## src/rtl/fetch_unit_pkg.sv

```systemverilog
// Shared definitions for the fetch stage, instruction ROM and jump LUT.
package fetch_unit_pkg;

  localparam int unsigned PC_W_DEFAULT  = 10;
  localparam int unsigned CNT_W_DEFAULT = 16;

  typedef enum logic [1:0] {
    IDLE = 2'd0,
    RUN  = 2'd1,
    HALT = 2'd2
  } fetch_state_t;

endpackage

```

## src/rtl/fetch_unit_if.sv

```systemverilog
// Fetch-stage handshake bundle: run control in, PC and status out.
// CycleCount exists only when FETCH_CYCLE_COUNT_EN is defined.
interface fetch_unit_if #(
  parameter int unsigned PC_W  = fetch_unit_pkg::PC_W_DEFAULT,
  parameter int unsigned CNT_W = fetch_unit_pkg::CNT_W_DEFAULT
);

  logic             Start;
  logic [PC_W-1:0]  StartAddr;
  logic             BranchEn;
  logic [PC_W-1:0]  Target;
  logic             Ack;
  logic [PC_W-1:0]  ProgCtr;
  logic             Running;
  logic             Done;
  logic             PcWrap;
`ifdef FETCH_CYCLE_COUNT_EN
  logic [CNT_W-1:0] CycleCount;
`endif

  // Testbench / decoder side
  modport master (
    output Start, StartAddr, BranchEn, Target, Ack,
    input  ProgCtr, Running, Done, PcWrap
`ifdef FETCH_CYCLE_COUNT_EN
    , input CycleCount
`endif
  );

  // Fetch unit side
  modport slave (
    input  Start, StartAddr, BranchEn, Target, Ack,
    output ProgCtr, Running, Done, PcWrap
`ifdef FETCH_CYCLE_COUNT_EN
    , output CycleCount
`endif
  );

endinterface

```

## src/rtl/fetch_cycle_counter.sv

```systemverilog
// Saturating up-counter with synchronous clear; counts RUN cycles.
module fetch_cycle_counter #(
  parameter int unsigned CNT_W = fetch_unit_pkg::CNT_W_DEFAULT
) (
  input  logic             clk,
  input  logic             rst,
  input  logic             clear,
  input  logic             enable,
  output logic [CNT_W-1:0] count
);

  localparam logic [CNT_W-1:0] CNT_MAX = '1;

  // Clear wins over enable; stick at the maximum instead of wrapping
  always_ff @(posedge clk) begin
    if (rst || clear) begin
      count <= '0;
    end else if (enable && (count != CNT_MAX)) begin
      count <= count + CNT_W'(1);
    end
  end

endmodule

```

## src/rtl/fetch_unit.sv

```systemverilog
// Program-counter stage: IDLE/RUN/HALT sequencing around Start/Ack.
// Optional RUN-cycle counter enabled by FETCH_CYCLE_COUNT_EN.
module fetch_unit
  import fetch_unit_pkg::*;
#(
  parameter int unsigned PC_W  = PC_W_DEFAULT,
  parameter int unsigned CNT_W = CNT_W_DEFAULT
) (
  input  logic          Clk,
  input  logic          Reset,
  fetch_unit_if.slave   bus
);

  localparam logic [PC_W-1:0] PC_MAX = '1;

  fetch_state_t    state;
  logic [PC_W-1:0] prog_ctr;
  logic            running;
  logic            done;
  logic            pc_wrap;

  // Run-control FSM; Start overrides everything except Reset
  always_ff @(posedge Clk) begin
    if (Reset) begin
      state    <= IDLE;
      prog_ctr <= '0;
      running  <= 1'b0;
      done     <= 1'b0;
      pc_wrap  <= 1'b0;
    end else begin
      pc_wrap <= 1'b0;
      if (bus.Start) begin
        state    <= RUN;
        prog_ctr <= bus.StartAddr;
        running  <= 1'b1;
        done     <= 1'b0;
      end else begin
        case (state)
          RUN: begin
            if (bus.Ack) begin
              // Done instruction's address stays on the ROM bus
              state   <= HALT;
              running <= 1'b0;
              done    <= 1'b1;
            end else if (bus.BranchEn) begin
              prog_ctr <= bus.Target;
            end else begin
              prog_ctr <= prog_ctr + PC_W'(1);
              pc_wrap  <= (prog_ctr == PC_MAX);
            end
          end
          default: begin
          end
        endcase
      end
    end
  end

  assign bus.ProgCtr = prog_ctr;
  assign bus.Running = running;
  assign bus.Done    = done;
  assign bus.PcWrap  = pc_wrap;

`ifdef FETCH_CYCLE_COUNT_EN
  logic [CNT_W-1:0] cycle_count;

  fetch_cycle_counter #(
    .CNT_W (CNT_W)
  ) u_cycle_counter (
    .clk    (Clk),
    .rst    (Reset),
    .clear  (bus.Start),
    .enable (state == RUN),
    .count  (cycle_count)
  );

  assign bus.CycleCount = cycle_count;
`endif

endmodule
```

## src/flat_wrapper.sv

```systemverilog
// flat-port wrapper written by rule: the top's interface ports become plain ports
module fetch_unit_flat import fetch_unit_pkg::*;
#(
  parameter int unsigned PC_W  = PC_W_DEFAULT,
  parameter int unsigned CNT_W = CNT_W_DEFAULT
)
  (Clk, Reset, bus_Start, bus_StartAddr, bus_BranchEn, bus_Target, bus_Ack, bus_ProgCtr, bus_Running, bus_Done, bus_PcWrap);
  fetch_unit_if #(.PC_W(PC_W), .CNT_W(CNT_W)) bus_i ();
  input  logic Clk;
  input  logic Reset;
  input wire logic [$bits(bus_i.Start)-1:0] bus_Start;
  input wire logic [$bits(bus_i.StartAddr)-1:0] bus_StartAddr;
  input wire logic [$bits(bus_i.BranchEn)-1:0] bus_BranchEn;
  input wire logic [$bits(bus_i.Target)-1:0] bus_Target;
  input wire logic [$bits(bus_i.Ack)-1:0] bus_Ack;
  output wire logic [$bits(bus_i.ProgCtr)-1:0] bus_ProgCtr;
  output wire logic [$bits(bus_i.Running)-1:0] bus_Running;
  output wire logic [$bits(bus_i.Done)-1:0] bus_Done;
  output wire logic [$bits(bus_i.PcWrap)-1:0] bus_PcWrap;
  assign bus_i.Start = bus_Start;
  assign bus_i.StartAddr = bus_StartAddr;
  assign bus_i.BranchEn = bus_BranchEn;
  assign bus_i.Target = bus_Target;
  assign bus_i.Ack = bus_Ack;
  assign bus_ProgCtr = bus_i.ProgCtr;
  assign bus_Running = bus_i.Running;
  assign bus_Done = bus_i.Done;
  assign bus_PcWrap = bus_i.PcWrap;
  fetch_unit #(.PC_W(PC_W), .CNT_W(CNT_W)) u_core (.Clk(Clk), .Reset(Reset), .bus(bus_i));
endmodule
```

## config.mk

```make
export PLATFORM = sky130hd
export DESIGN_NAME = fetch_unit_flat
export DESIGN_NICKNAME = d
export VERILOG_FILES = /design/src/rtl/fetch_unit_pkg.sv /design/src/rtl/fetch_unit_if.sv /design/src/rtl/fetch_cycle_counter.sv /design/src/rtl/fetch_unit.sv /design/src/flat_wrapper.sv
export SDC_FILE = /design/constraint.sdc
export NUM_CORES = 1
export LEC_CHECK = 0
export CAP_MARGIN = 20
export CORE_MARGIN = 2
export CORE_UTILIZATION = 35
export DETAILED_ROUTE_END_ITERATION = 12
export PLACE_DENSITY = 0.75
export SLEW_MARGIN = 20
export SYNTH_ARGS = -nofsm -noshare
export SYNTH_HDL_FRONTEND = slang
export SYNTH_HIERARCHICAL = 1
export SYNTH_SLANG_ARGS = --single-unit
```

## constraint.sdc

```tcl
create_clock -name Clk -period 1.95 [get_ports Clk]
set_clock_uncertainty 0.05 [all_clocks]
set_input_delay 0.39 -clock Clk [delete_from_list [all_inputs] [get_ports Clk]]
set_output_delay 0.39 -clock Clk [all_outputs]
set_load 0.05 [all_outputs]
```

==> impl_metrics.yaml <==
placed_design:
  portBuffers: 37
  dpl_worst_slack_ns: -0.0453
  placedInstanceArea_sq_mm: 0.00128
  dp_hpwl_um: 1910
  gp_congestion: 0.864
die:
  die_x_um: 53.8
  die_h_um: 53.8
  ios: 38
  num_rows: 18
  die-area_sq_mm: 0.00290
  initial_utilization_pct: 36.1
  core_sq_mm: 0.00241
clock_tree:
  cts_buffers: 3
  cts.sinks: 13
  ctsResizeCount: 0
  root_buffer: "clkbuf_4"
  cts_hold_buf: 0
  clk_pin_slew_worst_paths_ns: 0.09
  clock_latency_ns: 0.27
  tritoncts: "done"
  cts_buffer_depth: 2
  htreeDepth: 1
  cts_setup_buffers: 0
cells_and_area:
  areaGrowthSynthToFinish_pct: 50.4
  antenna_cells: 0
  drive_above_1_share_pct: 23.2
  fin_nets: 182
  final_cell_mix: "clkdlybuf4s50_1 (25), buf_4 (23), nand2_1 (14)"
  design_area_sq_mm: 0.00131
  final_common_cell: "clkdlybuf4s50_1"
worst_setup_path:
  worst_setup_path_start_kind: "flip-flop"
  crit_path_end: "bus_PcWrap"
  rr_endpoint: "u_core/bus.ProgCtr[4]"
  crit_start: "u_core/bus.PcWrap"
  worstPathMaxFanout: 1
  slowest_stage: "clkdlybuf4s50_1"
  required_ns: 1.51
  worst-setup-path-type: "flip-flop to output port"
  path_cells: "clkdlybuf4s50_1"
  arrival_ns: 1.38
  max_stage_delay_ns: 0.79
  rr_startpoint: "u_core/state[0]"
  cp.depth: 1
  critical_path_buf_inv_count: 1
  cp-end-kind: "output port"
  critPathTopFamily: "buffers and inverters"
  reg2reg_depth: 4
  reg2reg_setup_slack_ns: 0.35
synthesis:
  syn_nets: 136
  netlist_instances: 110
  synth_area_per_cell_sq_um: 7.91
  synth.distinct_cells: 41
  synthArstFlopShare_pct: 0
  synth_warnings: 6
  synth_area_sq_um: 870
  synth_edf_count: 0
  yosysTopAreaCellShare_pct: 29.9
  synthTopCellsByArea: "dfxtp_1 (30%), nand2_1 (6.0%), o211ai_1 (4.3%)"
  synthFlopType: "dfxtp_1"
  seq_area_frac_synth_pct: 29.9
  synth_top_area_cell: "dfxtp_1"
  synth-seq-cells: 13
routing:
  drt-initial-drc-count: 29
  ant_nets: 0
  drc: 0
  viasPerCell: 5.58
  wl_um: 2480
  routedWlPerCell_um: 13.4
  dr.pass1.iters: 4
  vias: 1032
global_route:
  overflow: 0
  first_global_vias: 951
  grt_max_degree: 14
  antenna_found_initial: 0
  grt_pass1_wl_um: 4110
  grt.total_usage_pct: 19.5
power:
  leakage_uw: 0.000515
  clockPowerShare_pct: 24.7
  irDropWorstVdd_uv: 306
  switching_share_pct: 34.1
  combPwrFrac_pct: 32.5
  p_per_area_mw_per_mm2: 546
  finalPower_uw: 714
  p_int_uw: 471
  seq_power_share_pct: 42.8
  switching_power_uw: 243
outcome:
  status: "completed"
timing:
  finalWorstSetupSlack_ns: 0.132
  final_hold_viol_count: 0
  rsz0062_at_grt: "false"
  slew-limit-headroom_pct: 67.1
  max_freq_mhz: 550
  setup_violations: 0
  period_minus_slack_ns: 1.82
  fin_hold_ws_ns: 0.493
  fin_crit_sh_pct: 93.2
  tightest_slew_ns: 0.492
  final_max_slew_viol_count: 0
  timing.setup.tns_ns: 0
run:
  cap_violations: 0
min_path:
  hold_class: "flip-flop to flip-flop"
  min_from: "u_core/state[0]"
## worst min-delay path, delay by kind of cell, from the launching register on
family             cells  cell delay (ns)
AOI/OAI and AO/OA      2             0.14
DFF                    1             0.36
## cells in the mapped netlist, types with 2 or more instances
master    number
nand2_1       14
dfxtp_1       13
a21oi_1        7
nor2_1         6
nand4_1        5
o211ai_1       5
and3_1         4
buf_2          4
o22ai_1        4
a31oi_1        3
nand3_1        3
o21ai_0        3
a21boi_0       2
a221oi_1       2
a31o_2         2
and3_2         2
inv_1          2
mux2_2         2
nor3_1         2
nor4b_1        2
o31ai_1        2
o32ai_1        2
## power groups by stage
| stage | Sequential [uW] | Clock, uW | Combinational [uW] |
|---|---|---|---|
| after floorplan | 363 | 0 | 73.1 |
| after CTS | 305 | 180 | 232 |
| after global placement | 311 | 0 | 229 |
| after detailed placement | 311 | 0 | 231 |
| after global routing | 310 | 196 | 248 |
| final | 306 | 176 | 232 |
## state kept, by name (all words and copies together), names as in the netlist
register            cells
u_core/bus.PcWrap       1
u_core/bus.Done         1
u_core/state            1
u_core/bus.ProgCtr     10
## logic make-up after synthesis
group | Yosys count | share of synthesized area [%]
and+or+nand+nor | 45 | 27.6
DFF | 13 | 29.9
buffers and inverters | 11 | 7.34
muxes | 3 | 3.74
AOI/OAI and AO/OA | 37 | 29.9
adders and majority gates | 1 | 1.44
## final cells by class
type / count / area, sq um
Clock buffer: 4 / 26.3
Fill cell: 231 / 1100
Tap cell: 30 / 37.5
Inverter: 4 / 15.0
Sequential cell: 13 / 260
Timing Repair Buffer: 48 / 423
Multi-Input combinational cell: 86 / 546
## through the flow
step                      instances  util (%)
final                           185      54.3
after detailed placement        181      53.2
after global placement          181      53.2
after CTS                       185      54.3
after global routing            185      54.3
after floorplan                 110         -
## per-layer routing
layer | routed length, um | global-route usage (%)
met1 | 1060 | 24.7
met5 | 0 | 0
met3 | 176 | 3.89
met2 | 1220 | 32.1
met4 | 32 | 8.12
## worst min-delay path by stage
stage / to / slack, ns / cells past startpoint
detailed placement: u_core/state[0] / 0.47 / 2
global placement: u_core/state[0] / 0.47 / 2
floorplan: u_core/bus.ProgCtr[4] / 0.42 / 1
global route: u_core/bus.PcWrap / 0.53 / 1
finish: u_core/state[0] / 0.49 / 2
CTS: u_core/state[0] / 0.50 / 2
Power figures use the tool's default switching activity.
